[config.mk]
export PLATFORM = sky130hd
export DESIGN_NAME = riscv_irq_arbiter
export DESIGN_NICKNAME = d
export VERILOG_FILES = /design/src/rtl/riscv_irq_arbiter.sv
export SDC_FILE = /design/constraint.sdc
export NUM_CORES = 1
export LEC_CHECK = 0
export ABC_CLOCK_PERIOD_IN_PS = 3770
export CORE_MARGIN = 8
export CORE_UTILIZATION = 48
export DETAILED_ROUTE_END_ITERATION = 16
export MAX_ROUTING_LAYER = met4
export PLACE_DENSITY = 0.85
export SLEW_MARGIN = 15
export SYNTH_ARGS = -nofsm -noshare
export SYNTH_HDL_FRONTEND = slang
export SYNTH_SLANG_ARGS = --single-unit
[constraint.sdc]
create_clock -name clk -period 3.77 [get_ports clk]
set_input_delay 0.5655 -clock clk [delete_from_list [all_inputs] [get_ports clk]]
set_output_delay 0.5655 -clock clk [all_outputs]
set_load 0.1 [all_outputs]
[src/rtl/riscv_irq_arbiter.sv]
// Interrupt source arbiter: captures rising edges on 18 interrupt lines into a
// pending vector, selects the highest-priority enabled pending line and presents
// it to the core as a level request until it is acknowledged or withdrawn.
module riscv_irq_arbiter #(
    parameter bit PULP_SECURE = 1'b0
) (
    input  logic        clk,
    input  logic        rst_n,
    input  logic        irq_software_i,
    input  logic        irq_timer_i,
    input  logic        irq_external_i,
    input  logic [14:0] irq_fast_i,
    input  logic [17:0] irq_enable_i,
    input  logic [17:0] irq_sec_attr_i,
    output logic        irq_o,
    output logic [4:0]  irq_id_o,
    output logic        irq_sec_o,
    input  logic        irq_ack_i,
    input  logic [4:0]  irq_ack_id_i,
    output logic [17:0] pending_o
);

    typedef enum logic [1:0] {
        IDLE    = 2'd0,
        PRESENT = 2'd1,
        ACKED   = 2'd2
    } state_t;

    // Bit order everywhere: {fast[14:0], external, timer, software}
    logic [17:0] lines;
    logic [17:0] prev_q;
    logic [17:0] pending_q;
    logic [17:0] pending_d;
    logic [17:0] set_vec;
    logic [17:0] ack_mask;
    logic [17:0] candidate;

    logic        win_valid;
    logic [4:0]  win_idx;

    state_t      state_q;
    logic        irq_q;
    logic [4:0]  id_q;
    logic        sec_q;
    logic [4:0]  sel_q;

    assign lines     = {irq_fast_i, irq_external_i, irq_timer_i, irq_software_i};
    assign candidate = pending_q & irq_enable_i;

    // Map a pending-vector bit index to its interrupt id.
    function automatic logic [4:0] idx_to_id(input logic [4:0] idx);
        logic [4:0] id;
        case (idx)
            5'd0:    id = 5'd3;
            5'd1:    id = 5'd7;
            5'd2:    id = 5'd11;
            default: id = idx + 5'd13;
        endcase
        return id;
    endfunction

    // Rising-edge detection per line.
    for (genvar gi = 0; gi < 18; gi++) begin : g_edge
        assign set_vec[gi] = lines[gi] & ~prev_q[gi];
    end

    // Decode the acknowledged id into a clear mask; unmapped ids clear nothing.
    always_comb begin
        ack_mask = '0;
        if (irq_ack_i) begin
            case (irq_ack_id_i)
                5'd3:    ack_mask[0] = 1'b1;
                5'd7:    ack_mask[1] = 1'b1;
                5'd11:   ack_mask[2] = 1'b1;
                default: begin
                    for (int k = 0; k < 15; k++) begin
                        if (irq_ack_id_i == 5'(16 + k)) begin
                            ack_mask[3 + k] = 1'b1;
                        end
                    end
                end
            endcase
        end
    end

    // A set in the same cycle as a clear wins, so the clear is applied first.
    assign pending_d = (pending_q & ~ack_mask) | set_vec;

    // Priority select: later assignments override earlier ones, so scan from
    // lowest priority (timer, software, external, fast[0]..fast[14]) upward.
    always_comb begin
        win_valid = 1'b0;
        win_idx   = 5'd0;
        if (candidate[1]) begin
            win_valid = 1'b1;
            win_idx   = 5'd1;
        end
        if (candidate[0]) begin
            win_valid = 1'b1;
            win_idx   = 5'd0;
        end
        if (candidate[2]) begin
            win_valid = 1'b1;
            win_idx   = 5'd2;
        end
        for (int k = 3; k < 18; k++) begin
            if (candidate[k]) begin
                win_valid = 1'b1;
                win_idx   = 5'(k);
            end
        end
    end

    // Line history and pending vector.
    always_ff @(posedge clk or negedge rst_n) begin
        if (!rst_n) begin
            prev_q    <= '0;
            pending_q <= '0;
        end else begin
            prev_q    <= lines;
            pending_q <= pending_d;
        end
    end

    // Request FSM with registered request, id and secure outputs.
    always_ff @(posedge clk or negedge rst_n) begin
        if (!rst_n) begin
            state_q <= IDLE;
            irq_q   <= 1'b0;
            id_q    <= 5'd0;
            sec_q   <= 1'b0;
            sel_q   <= 5'd0;
        end else begin
            case (state_q)
                IDLE: begin
                    if (win_valid) begin
                        state_q <= PRESENT;
                        irq_q   <= 1'b1;
                        id_q    <= idx_to_id(win_idx);
                        sec_q   <= PULP_SECURE ? irq_sec_attr_i[win_idx] : 1'b0;
                        sel_q   <= win_idx;
                    end
                end
                PRESENT: begin
                    if (irq_ack_i) begin
                        state_q <= ACKED;
                        irq_q   <= 1'b0;
                        sec_q   <= 1'b0;
                    end else if (!(irq_enable_i[sel_q] && pending_q[sel_q])) begin
                        // Withdraw without touching the pending bit.
                        state_q <= IDLE;
                        irq_q   <= 1'b0;
                        sec_q   <= 1'b0;
                    end
                end
                ACKED: begin
                    state_q <= IDLE;
                end
                default: begin
                    state_q <= IDLE;
                    irq_q   <= 1'b0;
                    sec_q   <= 1'b0;
                end
            endcase
        end
    end

    assign irq_o     = irq_q;
    assign irq_id_o  = id_q;
    assign irq_sec_o = sec_q;
    assign pending_o = pending_q;

endmodule

==> results.txt, run 1 <==
The flow ran to the end, and the final reports show no timing, DRC or antenna violations. The antenna cell count is 0. The slowest cell on the critical path is sky130_fd_sc_hd__clkdlybuf4s50_1.

The number of sinks handled by clock tree synthesis came out at between 40 and 50. The minimum period implied by the final worst setup slack came out at about 3.1 ns. The first-iteration detailed-routing DRC count is 85. The overall track demand over capacity in global routing came out at 0.185. The placeable core region came out at around 0.005 mm^2. The number of cells on the worst reg-to-reg path is 11.

Power spread over the standard cell area amounts to between 500 and 600 mW/mm^2. The worst reg-to-reg setup slack is about 0.97 ns. The detailed-route wire length is about 6500 um.

The cell class contributing the biggest share of worst-path delay is compound AO/OA/AOI/OAI gates. The number of levels the H-tree was split into came out at 2. The maximum number of pins on one net before global-route repair came out at 50. Synthesis produced a netlist with a net count of ~310. The insertion delay of the later-clocked pin in the worst-skew pair came out at ~0.31 ns. Of the cells placed in the final design, the portion with a size suffix greater than 1 is 0.0804. The via count of the first global-routing pass is between 2000 and 2500. The transition at the pin with the smallest max-transition slack is about 1 ns. The total placed cells including tap cells came out at around 370.

After the last flow step, the layout net total stands at 376. The final RePlAce weighted congestion is around 0.96. In the synthesized netlist, the number of instances is 240. The share of the synthesized area in the top cell type is 0.505. The per-cell routed wire length is between 15 and 20 um.

The data arrival at the endpoint of the critical path came out at approximately 3.3 ns. The share of total power dissipated in sequential elements is 0.380. The net switching power of the design came out at about 0.00078 W. Averaged over all synthesized cells, the footprint is approximately 10 um^2.

The relative slew slack is 0.326. The cell at the root of the clock tree is sky130_fd_sc_hd__clkbuf_8. Dividing the detail-routed via count by the number of cells gives around 5.5. The multiplexer area fraction after synthesis is 0.0289.

The quantity of gates resized following cts came out at 0. Derived from the worst setup path, the maximum achievable clock frequency is roughly 320 MHz. The initial antenna violation count was 0. The number of buffers between clock root and the deepest sink came out at 2. The share of the clock period used by the worst path came out at 0.825. The worst setup path is captured at a flip-flop. The clock tree from TritonCTS is done. The number of vias after detailed routing is ~2100.

The post-CTS clock slew at the launch and capture registers of the worst setup and hold paths came out at 0.09 ns. Counting both buffers and inverters, the worst setup path holds a total of 2. After synthesis, the cell types taking the most area are sky130_fd_sc_hd__dfrtp_1 (50%), sky130_fd_sc_hd__o21ai_0 (8.2%), sky130_fd_sc_hd__nand2_1 (4.8%). In this run the critical register-to-register path is launched from pending_o[4]$_DFF_PN0_. The number of hold buffers added after cts is 0.

The worst setup path is launched from a primary input. The layout overhead on the synthesized area came out at 34.6%. The path class of the tightest hold or removal check is primary input to asynchronous set/reset pin. The post-synthesis async set-or-reset flop share is 1.00. The post-synthesis adder-cell area fraction came out at 0.0206. After synthesis, the largest family of logic cells by area is compound AO/OA/AOI/OAI gates. Of all cell types, the one taking the most synthesized area is sky130_fd_sc_hd__dfrtp_1. The critical path class is primary input to flip-flop.

The largest fanout on the critical path came out at 5. The number of buffers inserted by post-CTS setup repair is 0. The post-route setup TNS is 0 ns.

For this run, the leading register cell type out of synthesis is sky130_fd_sc_hd__dfrtp_1. The share of power burned in the clock network came out at 0.203. The hold violation count in the final report came out at 0. Across the VDD grid, the largest voltage drop is 0.300 mV.

The final standard cell count with taps included and fillers excluded came out at ~380. In this run, synthesis produced a sequential element count of ~50. The initial utilization of the core area, before any placement, comes to 0.485. In this run the cell area of the synthesized design comes to approximately 0.0024 mm^2. Max-cap violations in this run came to 0. The critical path depth in cells came out at 12.

The first-pass GRT wire length came out at 10700 um. For the final database, setup skew stands at between 0.01 and 0.015 ns. The part of the total power dissipated in combinational logic is 0.417. The overall die height is between 80 and 90 um. Data on the critical path is required at its endpoint by approximately 4 ns. The count of final max-slew check failures came out at 0. The number of iterations in the first detailed-routing pass came out at 5. The number of CTS-inserted buffers is 5.

During I/O placement, the number of pins put on the boundary was between 80 and 90. The residual antenna-violating net count after detailed routing came out at 0. For this run, the register share of the synthesized area comes to 0.505. Walking the worst path, the cells encountered are clkdlybuf4s50_1, nand2_1, nand4_1, a31oi_1, o31a_1, a21boi_2, inv_1, ha_1, nor4_4, o41ai_4, or3_1, o211ai_2. The most common library cell in the layout ignoring fill and taps is sky130_fd_sc_hd__clkdlybuf4s50_1. The fraction of power spent switching nets is 0.422. The worst stage delay on the critical path is just under 0.5 ns. The residual overflow from global routing came out at 0. Setup repair after global routing left no endpoint under its margin. The leakage power total is approximately 1.4 nW. The number of enable-type register cells in the synthesized netlist is 0.

The remaining design rule violation count is 0. After synthesis, the netlist uses 55 different library cells. The floorplan die area is approximately 0.0076 mm^2. The Yosys step of the flow raised 0 warnings. Setup violations remaining at the end of the flow were counted as 0. The cell row count came out at 26. The internal portion of total power came out at 0.00107 W. The area fraction in compound gates after synthesis came out at 0.234.

The simple logic cell fraction of the synthesized area is 0.157. Input and output buffers added on the ports amount to 67. In this run the horizontal extent of the chip is between 80 and 90 um. In the layout the commonest cells are sky130_fd_sc_hd__clkdlybuf4s50_1 (66), sky130_fd_sc_hd__dfrtp_1 (49), sky130_fd_sc_hd__o21ai_0 (40). The total half-perimeter wirelength after legalization and detailed placement is 5180 um. The xor and xnor area share after synthesis came out at 0.00361. The most critical setup path has its startpoint at irq_enable_i[4].
[kinds of logic (layout without fill, tap and decap cells)]
family,count (synthesis),in the layout
adder cells (fa/ha/maj),4,4
AO/OA/AOI/OAI,83,83
multiplexers,4,4
flip-flops,49,49
other,1,1
AND/OR/NAND/NOR,69,69
buffers and inverters,29,100
XOR/XNOR,1,1
[path summary, 6_finish.rpt]
path	to
min	prev_q[0]$_DFF_PN0_
max	irq_id_o[3]$_DFFE_PN0P_
max reg2reg	irq_id_o[3]$_DFFE_PN0P_
min in group clk	pending_o[5]$_DFF_PN0_
min reg2reg	pending_o[5]$_DFF_PN0_
max in group asynchronous	irq_id_o[3]$_DFFE_PN0P_
[final cells by class]
class / count / area [um^2]
clock inverter: 2 / 38.8
sequential: 49 / 1230
timing repair buffer: 67 / 668
fill: 445 / 1740
clock buffer: 6 / 72.6
tap: 70 / 87.6
inverter: 25 / 93.8
multi-input combinational: 162 / 1080
[per-layer routing]
metal  vias to the layer above  GRT usage  routed length [um]
li1                       1010          -                   -
met1                      1013      0.195                2600
met2                        73      0.323                3370
met3                        15     0.0481                 348
met4                         0     0.0703                 136
met5                         -          -                   0
[Yosys cell counts, drive strengths merged (2+ instances only)]
cell type,instances
nand3,10
o2111ai,3
inv,25
nand2,32
a31oi,3
a22oi,7
o211ai,5
ha,4
o21ai,43
mux4,2
nor2,6
nand4,3
a21oi,7
or3,2
a21boi,2
nor3,2
and3,3
nor2b,2
dfrtp,49
a22o,2
buf,3
o41ai,3
nand2b,5
a211o,2
[power groups by stage]
stage	Sequential [W]	Combinational, W	Clock [W]
6_report	0.000704	0.000772	0.000376
5_1_grt	0.000717	0.000817	0.000404
4_1_cts	0.000703	0.000776	0.000381
3_5_place_dp	0.000713	0.000775	0
3_3_place_gp	0.000707	0.000759	0
2_1_floorplan	0.000964	0.000313	0
[metrics by stage]
stage                      util  setup WS [ns]  total power, W  area (um^2)  hold WS, ns
after floorplan               -          0.563         0.00128         2430        0.270
after global placement    0.630          0.402         0.00147         3150        0.401
after detailed placement  0.630          0.343         0.00149         3150        0.408
after CTS                 0.652          0.651         0.00186         3270        0.421
after global routing      0.652          0.517         0.00194         3270        0.306
final                     0.652          0.660         0.00185         3270        0.265
[flip-flops by register name, indices dropped and copies added, names as in the netlist]
register,cells
irq_id_o,5
irq_o,1
pending_o,18
prev_q,18
sel_q,5
state_q,2
No activity file was read; power rests on OpenSTA's default activity.
==> run 2: changes to the inputs <==
--- a/config.mk
+++ b/config.mk
@@ -5,12 +5,12 @@
 export SDC_FILE = /design/constraint.sdc
 export NUM_CORES = 1
 export LEC_CHECK = 0
-export ABC_CLOCK_PERIOD_IN_PS = 3770
+export ABC_CLOCK_PERIOD_IN_PS = 3200
 export CORE_MARGIN = 8
-export CORE_UTILIZATION = 48
+export CORE_UTILIZATION = 45
 export DETAILED_ROUTE_END_ITERATION = 16
 export MAX_ROUTING_LAYER = met4
-export PLACE_DENSITY = 0.85
+export PLACE_DENSITY = 0.8
 export SLEW_MARGIN = 15
 export SYNTH_ARGS = -nofsm -noshare
 export SYNTH_HDL_FRONTEND = slang
==> constraint.sdc (replaced) <==
create_clock -name clk -period 3.2 [get_ports clk]
set_input_delay 0.48 -clock clk [delete_from_list [all_inputs] [get_ports clk]]
set_output_delay 0.48 -clock clk [all_outputs]
set_load 0.1 [all_outputs]
==> run 2 against run 1 <==
Effect of this change: design area shrank 0.46%; sequential power grew 17%; critical path depth is the same; critical endpoint unchanged; largest cell class unchanged; routed wire length shrank 3.0%; total power grew 14%; final cell count grew 2.1%; clock skew shrank 0.0036 ns.
==> results.txt, run 2 (synthesis results as in run 1) <==
The maximum number of pins on one net before global-route repair came out at 26 (-48%). The post-CTS clock slew at the launch and capture registers of the worst setup and hold paths was 0.09 ns (about the same). The initial antenna violation count came to 0 (unchanged). The hold violation count in the final report came out at 0 (unchanged).

The maximum resistive drop on vdd is 0.383 mV (+28%). The transition at the pin with the smallest max-transition slack is 0.568 ns (-0.439 ns). The cell row count came out at 26 (unchanged).

The worst stage delay on the critical path came out at 0.51 ns (+0.02 ns). The relative slew slack came out at 0.621 (+0.295). The top cell types in the final layout, fill and taps aside, are sky130_fd_sc_hd__dfrtp_1 (48), sky130_fd_sc_hd__clkdlybuf4s50_1 (42), sky130_fd_sc_hd__o21ai_0 (40).

The count of buffers from port buffering is 67 (unchanged). The clock tree from TritonCTS is done. The total half-perimeter wirelength after legalization and detailed placement is 5160 um (-0.30%).

The worst reg-to-reg setup slack came out at 0.44 ns (-0.53 ns). The number of vias after detailed routing was 2094 (-0.81%). The number of buffers inserted by post-CTS setup repair is 0 (unchanged).

The quantity of gates resized following cts is 0 (unchanged). The residual antenna-violating net count after detailed routing is 0 (unchanged). The number of iterations in the first detailed-routing pass came out at 4 (-1). The register area is 0.00123 mm^2 (+0.10%).

The slowest cell on the critical path is sky130_fd_sc_hd__clkdlybuf4s50_1. The data arrival at the endpoint of the critical path came out at 3.18 ns (-0.15 ns). The first-pass GRT wire length is 10300 um (-3.4%).

The largest fanout on the critical path came to 4 (-1). The residual overflow from global routing came out at 0 (unchanged). The cell at the root of the clock tree is sky130_fd_sc_hd__clkbuf_8. The first-iteration detailed-routing DRC count came out at 100 (+18%). The layout filler cell count is 429 (-3.6%). In this run the worst hold path is classified as primary input to asynchronous set/reset pin.

The remaining design rule violation count came out at 0 (unchanged). The post-route setup TNS came to 0 ns (unchanged). The count of final max-slew check failures was 0 (unchanged). The number of hold buffers added after cts is 0 (unchanged). The detailed-route wire length is 6260 um (-3.0%).

The startpoint class of the critical path is a primary input. The floorplan die area came out at 0.00800 mm^2 (+5.4%). The combined area of the multi-input logic cells is 0.00108 mm^2 (unchanged). The reported max-cap violation count is 0 (unchanged). The worst clock skew on the final layout came to 0.00745 ns (-0.00359 ns). The instance area at placement was 0.00316 mm^2 (+0.28%). The number of levels the H-tree was split into is 2 (unchanged). The final total power is 0.00211 W (+14%). The worst endpoint required time is 3.43 ns (-0.56 ns). The overall die height is 89.5 um (+2.7%). The starting utilization of the core area came to 0.470 (-0.0152). The total number of nets in the final design came out at 385 (+2.4%). The leakage power total came out at 1.44 nW (+2.2%). Setup repair after global routing left no endpoint under its margin. The final RePlAce weighted congestion came to 0.868 (-9.4%). The overall track demand over capacity in global routing came out at 0.173 (-0.0117).

The final standard cell area without fillers came out at 0.00325 mm^2 (-0.46%). The least setup slack across all paths after layout came out at 0.245 ns (-0.415 ns). The chip width is 89.5 um (+2.7%). The maximum clock frequency is between 300 and 400 MHz. The share of the clock period used by the worst path is 0.923.

The share of layout cells above drive strength 1 came out at 0.185 (+0.105). The cell area power density came out at 649 mW/mm^2 (+14%). Counting I/O delays and the setup requirement, the final critical path takes around 3.0 ns. The number of sinks handled by clock tree synthesis came to 49 (unchanged). The placeable core region came out at 0.00517 mm^2 (+3.2%). The insertion delay of the later-clocked pin in the worst-skew pair was 0.30 ns (about the same). The critical path goes through clkdlybuf4s50_1, a22oi_1, nand4_1, a31oi_1, o31a_1, a21boi_2, inv_1, ha_1, nor4_4, o41ai_4, or3_1, o211ai_2.

The number of buffers between clock root and the deepest sink came out at 2 (unchanged). The library cell used most frequently in the layout, excluding fill and tap cells, is sky130_fd_sc_hd__dfrtp_1. The sort of element at the end of the critical path is a flip-flop. The antenna cell count is 0 (unchanged). The flow ran to the end, and the final reports show no timing, DRC or antenna violations. The number of top-level pins is 87 (unchanged). The average vias per placed instance was 5.38 (-2.8%). From synthesis to final layout, the design area changed by 34.0%. The post-placement setup slack is -0.0526 ns (-0.395 ns). The via count of the first global-routing pass is 2140 (-6.1%). The number of CTS-inserted buffers is 5 (unchanged). The critical path is of the primary input to flip-flop type. The per-cell routed wire length came out at 16.1 um (-5.0%). The number of endpoints failing setup at the final stage came to 0 (unchanged).
## run 2: critical path: cells and delay by family
kind                     cells  cell delay, ns
buffers and inverters        2            0.60
AO/OA/AOI/OAI                6            1.08
adder cells (fa/ha/maj)      1            0.23
AND/OR/NAND/NOR              3            0.79
## run 2: path summary, 6_finish.rpt
check / startpoint / cells after the start / to
setup / recovery: irq_enable_i[2] / 12 / irq_id_o[3]$_DFFE_PN0P_
hold / removal: rst_n / 1 / pending_o[3]$_DFF_PN0_
setup reg to reg: pending_o[2]$_DFF_PN0_ / 11 / irq_id_o[3]$_DFFE_PN0P_
hold reg to reg: prev_q[3]$_DFF_PN0_ / 1 / pending_o[3]$_DFF_PN0_
max in group asynchronous: rst_n / 2 / pending_o[12]$_DFF_PN0_
min in group clk: prev_q[3]$_DFF_PN0_ / 1 / pending_o[3]$_DFF_PN0_
## run 2: final cells by class
cell class	count	share of cell area
inverter	25	0.0288
timing repair buffer	76	0.207
clock buffer	6	0.0254
clock inverter	1	0.00231
sequential	49	0.377
multi-input combinational	162	0.332
tap	70	0.0269
## run 2: through the flow
stage / utilization / hold WS, ns / cells
final: 0.629 / 0.162 / 389
after global routing: 0.629 / 0.199 / 389
after CTS: 0.629 / 0.181 / 389
after detailed placement: 0.612 / 0.409 / 382
after global placement: 0.612 / 0.403 / 382
after floorplan: - / 0.184 / 240
## run 2: power by group
group          switching, W  internal [W]
clock network      0.000204      0.000171
registers          0.000107      0.000720
logic              0.000601      0.000307
total              0.000912       0.00120
## run 2: layer usage
metal | vias to the layer above | global-route usage | wire (um)
met5 | - | - | 0
met4 | 0 | 0.0363 | 78
met3 | 9 | 0.0450 | 402
met2 | 57 | 0.281 | 3150
met1 | 1005 | 0.212 | 2630
li1 | 1023 | - | -
